$ cat config.mk
export PLATFORM = sky130hd
export DESIGN_NAME = mips_cpu_avalon_arbiter_flat
export DESIGN_NICKNAME = d
export VERILOG_FILES = /design/src/rtl/mips_cpu_avalon_pkg.sv /design/src/rtl/mips_cpu_avalon_arbiter_if.sv /design/src/rtl/mips_cpu_avalon_arb_pick.sv /design/src/rtl/mips_cpu_avalon_arbiter.sv /design/src/flat_wrapper.sv
export SDC_FILE = /design/constraint.sdc
export NUM_CORES = 1
export LEC_CHECK = 0
export BUFFER_PORTS_ARGS = -buffer_cell sky130_fd_sc_hd__buf_4
export CAP_MARGIN = 20
export CORE_AREA = 5 5 124 126
export CTS_BUF_LIST = sky130_fd_sc_hd__clkbuf_8 sky130_fd_sc_hd__clkbuf_16
export CTS_CLUSTER_SIZE = 8
export DETAILED_ROUTE_END_ITERATION = 8
export DIE_AREA = 0 0 129 131
export PLACE_DENSITY = 0.85
export RECOVER_POWER = 100
export SLEW_MARGIN = 10
export SYNTH_ARGS = -nofsm -noshare
export SYNTH_HDL_FRONTEND = slang
export SYNTH_SLANG_ARGS = --single-unit
$ cat constraint.sdc
create_clock -name clk -period 2.85 [get_ports clk]
set_input_delay 0.1425 -clock clk [delete_from_list [all_inputs] [get_ports clk]]
set_output_delay 0.1425 -clock clk [all_outputs]
set_load 0.05 [all_outputs]
$ cat src/rtl/mips_cpu_avalon_pkg.sv
// Shared types for the MIPS CPU Avalon-MM arbiter.
package mips_cpu_avalon_pkg;

  typedef enum logic [1:0] {
    IDLE  = 2'd0,
    ISSUE = 2'd1,
    WAIT  = 2'd2
  } arb_state_t;

  typedef enum logic {
    M_INSTR = 1'b0,
    M_DATA  = 1'b1
  } master_t;

  localparam logic [3:0] BE_ALL = 4'hF;

endpackage

$ cat src/rtl/mips_cpu_avalon_arbiter_if.sv
// Avalon-MM bus bundle; master drives request fields, slave answers with stall and data.
interface mips_cpu_avalon_arbiter_if #(
  parameter int unsigned ADDR_W = 32,
  parameter int unsigned DATA_W = 32
);
  logic [ADDR_W-1:0]   address;
  logic                read;
  logic                write;
  logic [DATA_W/8-1:0] byteenable;
  logic [DATA_W-1:0]   writedata;
  logic                waitrequest;
  logic [DATA_W-1:0]   readdata;

  modport master (
    output address, read, write, byteenable, writedata,
    input  waitrequest, readdata
  );

  modport slave (
    input  address, read, write, byteenable, writedata,
    output waitrequest, readdata
  );
endinterface

$ cat src/rtl/mips_cpu_avalon_arb_pick.sv
// Combinational grant selector. ARB_ROUND_ROBIN_EN selects alternation on contention,
// otherwise data has fixed priority over instruction fetch.
module mips_cpu_avalon_arb_pick
  import mips_cpu_avalon_pkg::*;
(
  input  logic    req_instr_i,
  input  logic    req_data_i,
  input  master_t last_grant_i,
  output master_t grant_o,
  output logic    valid_o
);

`ifdef ARB_ROUND_ROBIN_EN
  always_comb begin
    valid_o = req_instr_i | req_data_i;
    grant_o = M_INSTR;
    if (req_instr_i && req_data_i) begin
      grant_o = (last_grant_i == M_INSTR) ? M_DATA : M_INSTR;
    end else if (req_data_i) begin
      grant_o = M_DATA;
    end
  end
`else
  logic unused_last_grant;
  assign unused_last_grant = last_grant_i;

  always_comb begin
    valid_o = req_instr_i | req_data_i;
    grant_o = req_data_i ? M_DATA : M_INSTR;
  end
`endif

endmodule

$ cat src/rtl/mips_cpu_avalon_arbiter.sv
// Shares one Avalon-MM RAM between the fetch and data ports of the CPU.
// Grant policy is selected by ARB_ROUND_ROBIN_EN (see mips_cpu_avalon_arb_pick).
module mips_cpu_avalon_arbiter
  import mips_cpu_avalon_pkg::*;
#(
  parameter int unsigned ADDR_W = 32,
  parameter int unsigned DATA_W = 32
) (
  input  logic                             clk,
  input  logic                             reset,
  mips_cpu_avalon_arbiter_if.slave         instr,
  mips_cpu_avalon_arbiter_if.slave         data,
  mips_cpu_avalon_arbiter_if.master        avm
);

  localparam int unsigned BE_W = DATA_W / 8;

  localparam logic [1:0] StIdle  = IDLE;
  localparam logic [1:0] StIssue = ISSUE;
  localparam logic [1:0] StWait  = WAIT;

  logic [1:0]        state_q, state_d;
  master_t           gnt_q, gnt_d;
  master_t           last_grant_q, last_grant_d;
  logic [ADDR_W-1:0] addr_q, addr_d;
  logic              read_q, read_d;
  logic              write_q, write_d;
  logic [BE_W-1:0]   be_q, be_d;
  logic [DATA_W-1:0] wdata_q, wdata_d;
  logic [DATA_W-1:0] instr_rdata_q, instr_rdata_d;
  logic [DATA_W-1:0] data_rdata_q, data_rdata_d;

  logic    req_instr, req_data;
  logic    pick_valid;
  master_t pick_grant;
  logic    done, instr_done, data_done, data_rd_done;

  // Fetch port is read-only; its write-side fields are never forwarded.
  logic unused_instr;
  assign unused_instr = ^{instr.write, instr.byteenable, instr.writedata};

  assign req_instr = instr.read;
  assign req_data  = data.read | data.write;

  mips_cpu_avalon_arb_pick u_pick (
    .req_instr_i  (req_instr),
    .req_data_i   (req_data),
    .last_grant_i (last_grant_q),
    .grant_o      (pick_grant),
    .valid_o      (pick_valid)
  );

  // A reset in the completing cycle cancels the transfer, so no master sees it end.
  assign done         = (state_q == StWait) && !avm.waitrequest && !reset;
  assign instr_done   = done && (gnt_q == M_INSTR);
  assign data_done    = done && (gnt_q == M_DATA);
  assign data_rd_done = data_done && !write_q;

  assign instr.waitrequest = req_instr && !instr_done;
  assign data.waitrequest  = req_data && !data_done;
  assign instr.readdata    = instr_done ? avm.readdata : instr_rdata_q;
  assign data.readdata     = data_rd_done ? avm.readdata : data_rdata_q;

  assign avm.address    = addr_q;
  assign avm.read       = read_q;
  assign avm.write      = write_q;
  assign avm.byteenable = be_q;
  assign avm.writedata  = wdata_q;

  always_comb begin
    state_d       = state_q;
    gnt_d         = gnt_q;
    last_grant_d  = last_grant_q;
    addr_d        = addr_q;
    read_d        = read_q;
    write_d       = write_q;
    be_d          = be_q;
    wdata_d       = wdata_q;
    instr_rdata_d = instr_rdata_q;
    data_rdata_d  = data_rdata_q;

    case (state_q)
      StIdle: begin
        if (pick_valid) begin
          gnt_d   = pick_grant;
          state_d = StIssue;
          if (pick_grant == M_DATA) begin
            addr_d  = data.address;
            be_d    = data.byteenable;
            wdata_d = data.writedata;
            // Read and write together is served as a write.
            write_d = data.write;
            read_d  = !data.write;
          end else begin
            addr_d  = instr.address;
            be_d    = '1;
            write_d = 1'b0;
            read_d  = 1'b1;
          end
        end
      end
      StIssue: state_d = StWait;
      StWait: begin
        if (!avm.waitrequest) begin
          read_d       = 1'b0;
          write_d      = 1'b0;
          last_grant_d = gnt_q;
          state_d      = StIdle;
        end
      end
      default: state_d = StIdle;
    endcase

    if (instr_done)   instr_rdata_d = avm.readdata;
    if (data_rd_done) data_rdata_d  = avm.readdata;
  end

  always_ff @(posedge clk) begin
    if (reset) begin
      state_q       <= StIdle;
      gnt_q         <= M_INSTR;
      last_grant_q  <= M_INSTR;
      addr_q        <= '0;
      read_q        <= 1'b0;
      write_q       <= 1'b0;
      be_q          <= '0;
      wdata_q       <= '0;
      instr_rdata_q <= '0;
      data_rdata_q  <= '0;
    end else begin
      state_q       <= state_d;
      gnt_q         <= gnt_d;
      last_grant_q  <= last_grant_d;
      addr_q        <= addr_d;
      read_q        <= read_d;
      write_q       <= write_d;
      be_q          <= be_d;
      wdata_q       <= wdata_d;
      instr_rdata_q <= instr_rdata_d;
      data_rdata_q  <= data_rdata_d;
    end
  end

endmodule

$ cat src/flat_wrapper.sv
// flat-port wrapper written by rule: the top's interface ports become plain ports
module mips_cpu_avalon_arbiter_flat import mips_cpu_avalon_pkg::*;
#(
  parameter int unsigned ADDR_W = 32,
  parameter int unsigned DATA_W = 32
)
  (clk, reset, instr_address, instr_read, instr_write, instr_byteenable, instr_writedata, instr_waitrequest, instr_readdata, data_address, data_read, data_write, data_byteenable, data_writedata, data_waitrequest, data_readdata, avm_address, avm_read, avm_write, avm_byteenable, avm_writedata, avm_waitrequest, avm_readdata);
  mips_cpu_avalon_arbiter_if #(.ADDR_W(ADDR_W), .DATA_W(DATA_W)) instr_i ();
  mips_cpu_avalon_arbiter_if #(.ADDR_W(ADDR_W), .DATA_W(DATA_W)) data_i ();
  mips_cpu_avalon_arbiter_if #(.ADDR_W(ADDR_W), .DATA_W(DATA_W)) avm_i ();
  input  logic clk;
  input  logic reset;
  input wire logic [$bits(instr_i.address)-1:0] instr_address;
  input wire logic [$bits(instr_i.read)-1:0] instr_read;
  input wire logic [$bits(instr_i.write)-1:0] instr_write;
  input wire logic [$bits(instr_i.byteenable)-1:0] instr_byteenable;
  input wire logic [$bits(instr_i.writedata)-1:0] instr_writedata;
  output wire logic [$bits(instr_i.waitrequest)-1:0] instr_waitrequest;
  output wire logic [$bits(instr_i.readdata)-1:0] instr_readdata;
  input wire logic [$bits(data_i.address)-1:0] data_address;
  input wire logic [$bits(data_i.read)-1:0] data_read;
  input wire logic [$bits(data_i.write)-1:0] data_write;
  input wire logic [$bits(data_i.byteenable)-1:0] data_byteenable;
  input wire logic [$bits(data_i.writedata)-1:0] data_writedata;
  output wire logic [$bits(data_i.waitrequest)-1:0] data_waitrequest;
  output wire logic [$bits(data_i.readdata)-1:0] data_readdata;
  output wire logic [$bits(avm_i.address)-1:0] avm_address;
  output wire logic [$bits(avm_i.read)-1:0] avm_read;
  output wire logic [$bits(avm_i.write)-1:0] avm_write;
  output wire logic [$bits(avm_i.byteenable)-1:0] avm_byteenable;
  output wire logic [$bits(avm_i.writedata)-1:0] avm_writedata;
  input wire logic [$bits(avm_i.waitrequest)-1:0] avm_waitrequest;
  input wire logic [$bits(avm_i.readdata)-1:0] avm_readdata;
  assign instr_i.address = instr_address;
  assign instr_i.read = instr_read;
  assign instr_i.write = instr_write;
  assign instr_i.byteenable = instr_byteenable;
  assign instr_i.writedata = instr_writedata;
  assign instr_waitrequest = instr_i.waitrequest;
  assign instr_readdata = instr_i.readdata;
  assign data_i.address = data_address;
  assign data_i.read = data_read;
  assign data_i.write = data_write;
  assign data_i.byteenable = data_byteenable;
  assign data_i.writedata = data_writedata;
  assign data_waitrequest = data_i.waitrequest;
  assign data_readdata = data_i.readdata;
  assign avm_address = avm_i.address;
  assign avm_read = avm_i.read;
  assign avm_write = avm_i.write;
  assign avm_byteenable = avm_i.byteenable;
  assign avm_writedata = avm_i.writedata;
  assign avm_i.waitrequest = avm_waitrequest;
  assign avm_i.readdata = avm_readdata;
  mips_cpu_avalon_arbiter #(.ADDR_W(ADDR_W), .DATA_W(DATA_W)) u_core (.clk(clk), .reset(reset), .instr(instr_i), .data(data_i), .avm(avm_i));
endmodule
==> results of run 1 <==
[metrics by stage]
step                cell area (um^2)  power, W  setup WS (ns)
finish                          9010   0.00592          0.224
global route                    9010   0.00614         0.0888
CTS                             9600   0.00609          0.277
detailed placement              8310   0.00358          0.751
global placement                8310   0.00356          0.746
floorplan                       6180   0.00308          0.327
[state kept, by name, summed over array words and instances, names as in the netlist]
register / cells
u_core.avm.byteenable: 4
u_core.gnt_q: 1
u_core.data_rdata_q: 32
u_core.state_q: 2
u_core.avm.writedata: 32
u_core.avm.write: 1
u_core.avm.read: 1
u_core.avm.address: 32
u_core.instr_rdata_q: 32
[Yosys cell counts]
library cell,instances
mux2_2,4
a311oi_1,2
o211ai_1,32
and2_1,3
o311ai_0,2
nor3b_1,1
nand2_1,100
a311oi_2,30
nand3b_1,1
or3b_2,1
or2_0,1
a21bo_2,30
clkinv_1,1
clkbuf_1,54
buf_2,11
inv_1,31
a21oi_1,66
nand3_1,92
nor4b_1,1
nand2b_1,1
a41o_1,2
o31ai_1,30
and3_1,1
nor2_1,4
o21ai_0,65
nor3b_2,1
a31oi_1,1
dfxtp_1,137
or2_2,1
o21ai_1,1
buf_6,4
a21o_1,1
or3_1,1
o221a_2,4
buf_1,9
[worst max-delay path, stage by stage (launching register included)]
cell	delay, ns
dfxtp_1	0.60
nor2_2	0.09
nand2_1	0.38
buf_4	0.38
mux2_2	0.37
clkbuf_2	0.24
[cell usage in the layout, fill, tap and decap left out, drive strengths merged, types with 4 or more instances in the layout]
cell and n:
dlygate4sd3 63, dfxtp 137, a311oi 32, nand3 92
bufinv 5, o211ai 32, a21oi 66, inv 32
o221a 4, o31ai 30, clkbuf 159, buf 151
o21ai 66, a21bo 30, nor2 4, nand2 100
mux2 4
[layer usage]
| layer | up-vias | wire length (um) | global-route usage, % |
|---|---|---|---|
| met4 | 0 | 549 | 10.1 |
| met2 | 373 | 11200 | 44.1 |
| met1 | 3223 | 8650 | 30.6 |
| li1 | 3190 | - | - |
| met5 | - | 0 | 0 |
| met3 | 51 | 2090 | 8.05 |
[what timing repair did]
item,4_1_cts,5_1_grt
endpoints found under the setup margin,0,0
hold buffers,63,0
endpoints found under the hold margin,89,0
[logic make-up after synthesis]
logic type	synth area share (%)
AOI/OAI and AO/OA	32.2
and+or+nand+nor	15.3
DFF	44.4
buffers and inverters	7.39
muxes	0.729
[path summary, 6_finish.rpt]
kind	start	end	slack, ns	depth (start not counted)
setup / recovery	u_core.gnt_q	instr_readdata[26]	0.22	5
hold / removal	instr_address[25]	u_core.avm.address[25]	0.009	3
setup reg to reg	u_core.state_q[1]	u_core.avm.byteenable[0]	0.35	4
hold reg to reg	u_core.data_rdata_q[5]	u_core.data_rdata_q[5]	0.46	2
[final cells by class]
| class | instances | area (um^2) |
|---|---|---|
| clock buffers | 22 | 494 |
| inverters | 32 | 120 |
| repair buffers | 351 | 2400 |
| well taps | 184 | 230 |
| clock inverters | 8 | 166 |
| flip-flops and latches | 137 | 2740 |
| fillers | 1250 | 5190 |
| multi-input cells | 479 | 2860 |
[power groups by stage]
stage / registers [W] / logic (W) / clock network, W
2_1_floorplan: 0.00253 / 0.000548 / 0
3_3_place_gp: 0.00216 / 0.00140 / 0
3_5_place_dp: 0.00216 / 0.00141 / 0
4_1_cts: 0.00212 / 0.00149 / 0.00248
5_1_grt: 0.00214 / 0.00142 / 0.00257
6_report: 0.00212 / 0.00134 / 0.00245
==> results.py, run 1 <==
metrics = {
    "sta": {
        "hold_ws_ns": 0.00854,
        "rsz0062_at_grt": "false",
        "fin_skew_ns": 0.00643,
        "fin_tns_setup_ns": 0,
        "worst_pin_slew_ns": 1.52,
        "fin_crit_ns": 2.63,
        "setup_viol_count_final": 0,
        "slew_violations": 67,
        "min_period_over_period_pct": 92.1,
        "final_hold_viol_count": 0,
        "fmax_mhz": 381,
        "slew_headroom_pct": -1.06,
    },
    "place": {
        "port-buffer-count": 273,
        "gp_congestion": 0.806,
        "dpl.hpwl_um": 14100,
        "post-place-cells": 1120,
    },
    "power": {
        "switchingPower_w": 0.00182,
        "clockPowerShare_pct": 41.4,
        "p_leak_nw": 3.94,
        "power_frac_comb_pct": 22.7,
        "seq_power_share_pct": 35.9,
        "p_per_area_nw_per_um2": 657,
        "peakVddDrop_uv": 385,
        "p_int_w": 0.00411,
        "p_sw_share_pct": 30.7,
    },
    "setup_path": {
        "cp_data_arrival_time_ns": 2.48,
        "end_kind": "output port",
        "critPathLaunchType": "flip-flop",
        "critical_path_class": "reg -> out",
        "worstPathRequired_ns": 2.71,
        "cp_max_fo": 25,
    },
    "finish": {
        "drive_above_1_share_pct": 28.9,
        "fin_nets": 1193,
        "area_growth_pct": 45.8,
        "stdcell_count": 1213,
        "utilization_pct": 63.5,
        "num_antenna_cells": 0,
    },
    "route": {
        "viasPerCell": 5.64,
        "drt_pass1_iterations": 5,
        "ant_nets": 0,
        "drt_wl_total_um": 22400,
        "drt-initial-drc-count": 627,
        "avgRoutedWirePerCell_um": 18.5,
        "vias": 6837,
        "drcViolationCount": 0,
    },
    "floorplan": {
        "die_w_um": 129,
        "fp.coreArea_um2": 14200,
        "dieArea_um2": 16900,
        "die_h_um": 131,
        "initial_utilization_pct": 43.5,
        "fp-row-count": 44,
        "io_pins": 311,
    },
    "yosys": {
        "synth_area_um2": 6180,
        "syn_inst": 726,
        "ys_ff_latch": 137,
        "synth.avg_cell_area_um2": 8.51,
        "synth_warnings": 0,
        "seq_area_frac_synth_pct": 44.4,
        "synth_area_leaders": "dfxtp_1, nand3_1, a311oi_2, nand2_1, a21oi_1",
        "post-synth-top-area-fraction_pct": 44.4,
        "synth.distinct_cells": 35,
        "synth_top_cell_by_area": "dfxtp_1",
        "syn-num-nets": 901,
    },
    "run_status": {
        "violations": "capacitance limit, slew limit",
        "status": "complete, but fails checks",
    },
    "clock_tree": {
        "root_buffer": "clkbuf_16",
        "cts_setup_buffers": 0,
        "clockBufferDepth": 2,
        "clk_latency_ns": 0.40,
        "numCtsBuffers": 17,
        "cts.repair.resized": 0,
        "clkTransAtPathRegs_ns": 0.06,
        "cts_max_level": 4,
        "cts_tree": "yes",
        "cts_sinks": 137,
    },
    "global_route": {
        "grt_first_pass_wirelength_um": 35100,
        "grt_remaining_overflow": 0,
        "antenna_found_initial": 0,
        "grt.total_usage_pct": 25.9,
        "grt_max_degree": 67,
        "grt_pass1_vias": 6844,
    },
    "run": {
        "drv_cap": 1,
    },
    "worst_hold_path": {
        "hp-class": "in -> reg",
    },
}
Note: power is estimated with default switching activity, not from simulation.
==> run 2, diff against run 1 <==
Settings changed: CORE_AREA 5 5 124 126 to 5 5 111 140, DIE_AREA 0 0 129 131 to 0 0 116 145.
==> results.py, run 2 (synthesis results as in run 1) <==
metrics = {
    "floorplan": {
        "fp.coreArea_um2": 14100,
        "io_pins": 311,
        "fp-row-count": 49,
        "die_h_um": 145,
        "die_w_um": 116,
        "dieArea_um2": 16800,
        "initial_utilization_pct": 43.8,
    },
    "finish": {
        "seqCellArea_um2": 2740,
        "utilization_pct": 63.5,
        "area_growth_pct": 45.0,
        "drive_above_1_share_pct": 28.6,
        "fill_cells": 1240,
        "final_common_cell": "buf_4",
        "fin_nets": 1197,
        "final_cell_mix": "buf_4, dfxtp_1, nand2_1",
        "num_antenna_cells": 0,
        "multi_input_area_um2": 2860,
    },
    "run": {
        "drv_cap": 1,
    },
    "clock_tree": {
        "numCtsBuffers": 17,
        "cts_tree": "yes",
        "cts_sinks": 137,
        "root_buffer": "clkbuf_16",
        "clockBufferDepth": 2,
        "clkTransAtPathRegs_ns": 0.06,
        "clk_latency_ns": 0.41,
        "cts_setup_buffers": 0,
        "cts_max_level": 4,
    },
    "global_route": {
        "grt_pass1_vias": 6887,
        "met3_usage_pct": 7.96,
        "grt_first_pass_wirelength_um": 35000,
        "grt_remaining_overflow": 0,
        "grt_max_degree": 81,
        "met1_usage_pct": 30.0,
        "grt.total_usage_pct": 25.8,
        "use_met2_pct": 43.1,
        "antenna_found_initial": 0,
        "top_usage_layer": "met2",
    },
    "route": {
        "vias": 6812,
        "viasPerCell": 5.62,
        "drt-initial-drc-count": 565,
        "drt_wl_total_um": 22000,
        "drt_pass1_iterations": 5,
        "drcViolationCount": 0,
        "avgRoutedWirePerCell_um": 18.2,
        "ant_nets": 0,
    },
    "place": {
        "dpl.hpwl_um": 14100,
        "dp_worst_setup_slack_ns": 0.590,
        "port-buffer-count": 273,
        "gp_congestion": 0.813,
    },
    "setup_path": {
        "critPathLaunchType": "flip-flop",
        "end_kind": "output port",
        "cp_max_fo": 24,
        "critical_path_class": "reg -> out",
        "worstPathRequired_ns": 2.71,
        "cp_data_arrival_time_ns": 2.51,
    },
    "power": {
        "p_per_area_nw_per_um2": 607,
        "peakVddDrop_uv": 455,
        "p_leak_nw": 3.94,
        "power_w": 0.00544,
    },
    "sta": {
        "min_period_over_period_pct": 93.0,
        "setup_viol_count_final": 0,
        "slew_headroom_pct": -21.5,
        "fin_crit_ns": 2.65,
        "fin_skew_ns": 0.00809,
        "hold_ws_ns": 0.00592,
        "fmax_mhz": 377,
        "setup_ws_ns": 0.201,
        "slew_violations": 81,
        "final_hold_viol_count": 0,
        "fin_tns_setup_ns": 0,
        "rsz0062_at_grt": "false",
        "worst_pin_slew_ns": 1.82,
    },
    "run_status": {
        "status": "complete, but fails checks",
        "violations": "capacitance limit, slew limit",
    },
    "worst_hold_path": {
        "hp-class": "in -> reg",
    },
}
-- run 2: changes by cell type in the layout (fill, tap and decap cells not counted), moves of 2 or more --
cell           change
inv_1              +4
clkbuf_2          -29
buf_4             +23
clkinv_2           +3
buf_2              +6
dlygate4sd3_1      +3
clkbuf_8           -2
bufinv_16          -5
-- run 2: per-stage QoR --
step	instances	area (um^2)
6_report	1213	8960
2_1_floorplan	726	6180
5_1_grt	1213	8960
3_3_place_gp	1115	8310
3_5_place_dp	1115	8310
4_1_cts	1213	9500
-- run 2: worst paths after layout --
kind / startpoint / end / slack (ns) / cells after the start
max: u_core.gnt_q / data_readdata[10] / 0.20 / 5
max reg2reg: u_core.state_q[1] / u_core.avm.address[30] / 0.44 / 5
min reg2reg: u_core.data_rdata_q[18] / u_core.data_rdata_q[18] / 0.47 / 2
min: instr_address[5] / u_core.avm.address[5] / 0.006 / 3
-- run 2: layer usage --
layer,vias up,share of wire (%),routed length (um)
li1,3206,-,-
met1,3241,38,8380
met2,307,51,11100
met3,58,8.0,1760
met4,0,3.4,754
met5,-,0,0
-- run 2: what timing repair did --
item / CTS / global route
endpoints found under the setup margin: 0 / 28
hold endpoints to repair: 92 / 0
resized for setup: 0 / 1
hold buffers: 66 / 0
-- run 2: where the power goes --
part / switching [W] / internal (W)
combinational: 0.000942 / 0.000410
sequential: 0.0000741 / 0.00205
clock: 0.000805 / 0.00116
-- run 2: critical path, cell delays in order, from the launching register on --
cell      delay, ns
dfxtp_1        0.59
nor3b_4        0.50
clkbuf_4       0.43
nand3_1        0.15
o21ai_0        0.11
clkbuf_2       0.31
-- run 2: area by class of cell --
cell class                 instances  share of cell area, %
inverter                          32                   1.34
clock inverter                    12                  0.698
tap                              178                   2.49
clock buffer                      20                   5.21
multi-input combinational        479                   31.9
timing repair buffer             355                   27.7
sequential                       137                   30.6
